<file path="src/rtl/mod_counter.sv">
// Purpose : parametrised synchronous modulo counter (up/down, enable, load, clear, wrap/saturate).
// Latency : one cycle; inputs sampled on a rising clk edge appear on q/wrap/ovf right after that edge.
// Backpr. : none; the counter accepts a command on every edge and never stalls.
//
// Ports:
//   clk       rising-edge clock
//   rst       asynchronous active-high reset (q, wrap, ovf, q_gray -> 0)
//   clr       synchronous clear, highest priority (q, wrap, ovf -> 0)
//   load      synchronous load of min(load_val, MAX_VAL); ovf untouched
//   load_val  load data
//   en        count enable (lowest priority after clr/load)
//   up        count direction, 1 = increment, 0 = decrement
//   q         registered count, always within 0..MAX_VAL
//   wrap      registered one-cycle pulse after a boundary step
//   ovf       registered sticky boundary flag, cleared only by clr or rst
//   q_gray    registered Gray code of q (only when COUNTER_GRAY_EN is defined)
//
// Optional feature macro: COUNTER_GRAY_EN adds the q_gray output and its register.
// Parameter legality: WIDTH >= 2, 1 <= MAX_VAL <= 2**WIDTH-1.
module mod_counter #(
    parameter int unsigned WIDTH    = 4,
    parameter int unsigned MAX_VAL  = 2**WIDTH - 1,
    parameter bit          SATURATE = 1'b0
) (
    input  logic             clk,
    input  logic             rst,
    input  logic             clr,
    input  logic             load,
    input  logic [WIDTH-1:0] load_val,
    input  logic             en,
    input  logic             up,
    output logic [WIDTH-1:0] q,
    output logic             wrap,
    output logic             ovf
`ifdef COUNTER_GRAY_EN
    ,
    output logic [WIDTH-1:0] q_gray
`endif
);

    // Terminal value at counter width; all comparisons stay in WIDTH bits so the
    // arithmetic is modulo MAX_VAL+1 rather than modulo 2**WIDTH.
    localparam logic [WIDTH-1:0] MAX_Q = WIDTH'(MAX_VAL);

    logic [WIDTH-1:0] next_q;
    logic             next_wrap;
    logic             next_ovf;
    logic             at_top;
    logic             at_bot;
    logic [WIDTH-1:0] load_clamped;

    assign at_top       = (q == MAX_Q);
    assign at_bot       = (q == '0);
    assign load_clamped = (load_val > MAX_Q) ? MAX_Q : load_val;

    // Priority: clr > load > en > hold. wrap defaults low so it can only be a
    // single-cycle pulse unless a saturating counter keeps hitting the boundary.
    always_comb begin
        next_q    = q;
        next_wrap = 1'b0;
        next_ovf  = ovf;
        if (clr) begin
            next_q   = '0;
            next_ovf = 1'b0;
        end else if (load) begin
            next_q = load_clamped;
        end else if (en) begin
            if (up) begin
                if (at_top) begin
                    next_q    = SATURATE ? MAX_Q : '0;
                    next_wrap = 1'b1;
                    next_ovf  = 1'b1;
                end else begin
                    next_q = q + 1'b1;
                end
            end else begin
                if (at_bot) begin
                    next_q    = SATURATE ? '0 : MAX_Q;
                    next_wrap = 1'b1;
                    next_ovf  = 1'b1;
                end else begin
                    next_q = q - 1'b1;
                end
            end
        end
    end

    always_ff @(posedge clk or posedge rst) begin
        if (rst) begin
            q    <= '0;
            wrap <= 1'b0;
            ovf  <= 1'b0;
        end else begin
            q    <= next_q;
            wrap <= next_wrap;
            ovf  <= next_ovf;
        end
    end

`ifdef COUNTER_GRAY_EN
    // Encoded from next_q so q_gray is the Gray code of q in the same cycle,
    // without an extra pipeline stage.
    always_ff @(posedge clk or posedge rst) begin
        if (rst) begin
            q_gray <= '0;
        end else begin
            q_gray <= next_q ^ (next_q >> 1);
        end
    end
`endif

endmodule

</file>
<file path="config.mk">
export PLATFORM = sky130hd
export DESIGN_NAME = mod_counter
export DESIGN_NICKNAME = d
export VERILOG_FILES = /design/src/rtl/mod_counter.sv
export SDC_FILE = /design/constraint.sdc
export NUM_CORES = 1
export LEC_CHECK = 0
export BUFFER_PORTS_ARGS = -buffer_cell sky130_fd_sc_hd__buf_4
export CAP_MARGIN = 20
export CORE_AREA = 2 2 39 41
export DETAILED_ROUTE_END_ITERATION = 8
export DIE_AREA = 0 0 41 43
export HOLD_SLACK_MARGIN = 0.02
export REMOVE_ABC_BUFFERS = 1
export SLEW_MARGIN = 20
export SYNTH_ARGS = -nofsm -noshare
export SYNTH_HDL_FRONTEND = slang
export SYNTH_SLANG_ARGS = --single-unit
</file>
<file path="constraint.sdc">
create_clock -name clk -period 1.9 [get_ports clk]
set_input_delay 0.285 -clock clk [delete_from_list [all_inputs] [get_ports clk]]
set_output_delay 0.285 -clock clk [all_outputs]
set_load 0.01 [all_outputs]
</file>
==> results.py <==
metrics = {
    "logic_synthesis": {
        "syn_area_per_cell_um2": 8.78,
        "synth_top_area_share_pct": 33.5,
        "synthTopCellsByCount": "6 x dfrtp_1, 5 x inv_1, 5 x nor2_1",
        "ys_seq_area_share_pct": 33.5,
        "syn_area_um2": 448,
        "yosysTopAreaCell": "dfrtp_1",
        "ys.flop_type": "dfrtp_1",
        "synth-seq-cells": 6,
        "yosysWarnings": 0,
        "yosys-top-cells-area": "dfrtp_1 34%, ha_1 8.4%, nor2b_1 5.6%",
        "synthDistinctLibCells": 26,
        "yosysMostFrequentCell": "dfrtp_1",
        "netlist_instances": 51,
        "async_flop_share_pct": 100,
        "synth_edf_count": 0,
    },
    "final_layout": {
        "stdcell_area_um2": 621,
        "fillCellCount": 146,
        "diodes": 0,
        "nets": 85,
        "multiInputGateArea_um2": 268,
        "drive_gt1_share_pct": 38.6,
        "seqCellArea_um2": 150,
        "area_delta_synth_final_pct": 38.5,
    },
    "clock_network": {
        "cts-resized-gates": 0,
        "cts-root-buf": "clkbuf_4",
        "clkSinkCount": 6,
        "clk_latency_ns": 0.24,
        "tritoncts": "done",
        "clk_pin_slew_ns": 0.04,
        "cts_max_level": 1,
        "clockBufferDepth": 2,
        "cts_made_buffers": 3,
    },
    "critical_path": {
        "cp_data_arrival_time_ns": 1.88,
        "cp-end-kind": "register",
        "start_kind": "register",
        "r2r_start": "q[2]$_DFFE_PP0P_",
        "r2r_end": "q[3]$_DFFE_PP0P_",
        "worstPathRequired_ns": 2.05,
        "rrSetupSlack_ns": 0.17,
        "rr_worst_depth": 4,
        "path_cells": "inv_2 > or4_1 > a311o_1 > a221oi_2",
        "slowest_stage": "or4_1",
        "critPathMaxFanout": 7,
        "max_stage_delay_ns": 0.51,
        "crit_type": "register to register",
    },
    "power_and_ir_drop": {
        "p_leak_uw": 0.000297,
        "pwr_density_cell_mw_per_mm2": 591,
        "peakVddDrop_mv": 0.363,
    },
    "global_route": {
        "grt_start_max_net_pins": 10,
        "grt_pass1_wl_mm": 1.81,
        "track_usage_pct": 15.1,
        "grt_pass1_vias": 421,
        "grt_antenna_before_repair": 0,
        "grt_overflow_total": 0,
    },
    "sta": {
        "rsz0062_at_grt": "no",
        "worst_pin_slew_ns": 0.260,
        "fin_crit_sh_pct": 91.1,
        "slew_headroom_pct": 82.7,
        "fmax_mhz": 578,
        "hold_viol_final": 0,
        "period_needed_ns": 1.73,
        "slew_viol_final": 0,
        "finalSetupViolCount": 0,
        "tns_ns": 0,
        "fin_skew_ns": 0.00521,
    },
    "hold_path": {
        "hold_start": "clr",
        "whs_path_depth": 2,
        "holdPathEnd": "q[3]$_DFFE_PP0P_",
        "hold_class": "input pin to register",
    },
    "run": {
        "maxCapViolCount": 0,
    },
    "placement": {
        "port_buffers": 15,
        "hpwl_um": 824,
        "place_area_um2": 588,
        "place.gp.congestion": 0.781,
    },
    "die": {
        "die_y_um": 43,
        "io_pins": 16,
        "rows": 14,
        "die_w_um": 41,
        "coreArea_mm2": 0.00138,
        "start_util_pct": 32.4,
        "die-area_mm2": 0.00176,
    },
    "outcome": {
        "status": "complete, no violations",
    },
    "drt": {
        "drt-total-wl_mm": 1.05,
        "wl_per_cell_um": 12.2,
        "ant_nets": 0,
        "drt_iter0_markers": 3,
        "drtPass1Iterations": 2,
        "drt-vias-per-instance": 5.09,
        "drc": 0,
        "vias": 438,
    },
}
## worst max path at each step
stage	from	end
after detailed placement	q[2]$_DFFE_PP0P_	q[3]$_DFFE_PP0P_
after global routing	q[2]$_DFFE_PP0P_	q[3]$_DFFE_PP0P_
final	q[2]$_DFFE_PP0P_	q[3]$_DFFE_PP0P_
after CTS	q[0]$_DFFE_PP0P_	q[2]$_DFFE_PP0P_
after global placement	q[2]$_DFFE_PP0P_	q[3]$_DFFE_PP0P_
after floorplan	q[0]$_DFFE_PP0P_	q[2]$_DFFE_PP0P_
## cell type report
cell class / instances / area share (%)
inverters: 6 / 3.63
repair buffers: 18 / 22.2
flip-flops and latches: 6 / 24.2
well taps: 16 / 3.23
multi-input cells: 37 / 43.1
clock buffers: 3 / 3.63
## logic make-up after synthesis
| logic type | Yosys count | synth area share (%) |
|---|---|---|
| simple gates | 17 | 21.2 |
| flops | 6 | 33.5 |
| buf+inv | 8 | 6.70 |
| xor+xnor | 2 | 3.91 |
| fa+ha+maj | 3 | 8.38 |
| compound gates | 13 | 21.5 |
| mux | 2 | 4.75 |
## routing by layer
metal / GRT usage [%] / share of wire [%] / up-vias
met5: 0 / 0 / -
met4: 4.00 / 0 / 0
met3: 3.14 / 3.5 / 0
met2: 21.3 / 48 / 9
met1: 22.6 / 49 / 209
li1: - / - / 220
## sequential cells by signal, indices dropped and copies added, names as in the netlist
signal,flops
ovf,1
wrap,1
q,4
## worst max-delay path: cells and delay by family (launching register included)
kind            cells  cell delay, ns
compound gates      2            0.58
simple gates        1            0.51
flops               1            0.48
buf+inv             1            0.07
## placed cells by master, fill, tap and decap left out
cell / instances
a31oi_1: 1
clkbuf_4: 3
a311o_1: 1
buf_4: 17
nor2_1: 5
o21bai_1: 1
nor2b_1: 4
a21oi_1: 4
mux2_2: 1
or4b_2: 1
or4_2: 1
nand2_1: 2
a221oi_2: 1
dfrtp_1: 6
inv_1: 5
inv_2: 1
nand4_1: 1
a211o_2: 1
ha_1: 3
o21ai_0: 2
o31a_2: 1
nand2b_1: 1
nor3_1: 1
dlygate4sd3_1: 1
a211oi_1: 1
mux2i_1: 1
xnor2_1: 2
or4_1: 1
## metrics by stage
stage               setup WS, ns  total power [uW]  instances  utilization (%)  hold slack (ns)
floorplan                  0.214               204         49                -           0.0760
global placement           0.202               255         82             42.5            0.219
detailed placement         0.194               256         82             42.5            0.221
CTS                        0.186               374         86             44.8            0.242
global route              0.0913               397         86             44.8            0.244
finish                     0.170               367         86             44.8            0.247
## power by group
part	switching (uW)	total (uW)	internal, uW
combinational	51.4	110	58.9
sequential	9.08	145	136
clock	40.7	112	71.1
## repair_timing
action                                 CTS  global route
endpoints found under the hold margin    6             0
hold buffers                             1             0
buffers inserted                         0             0
setup endpoints to repair                0             0
No activity file was read; power rests on OpenSTA's default activity.
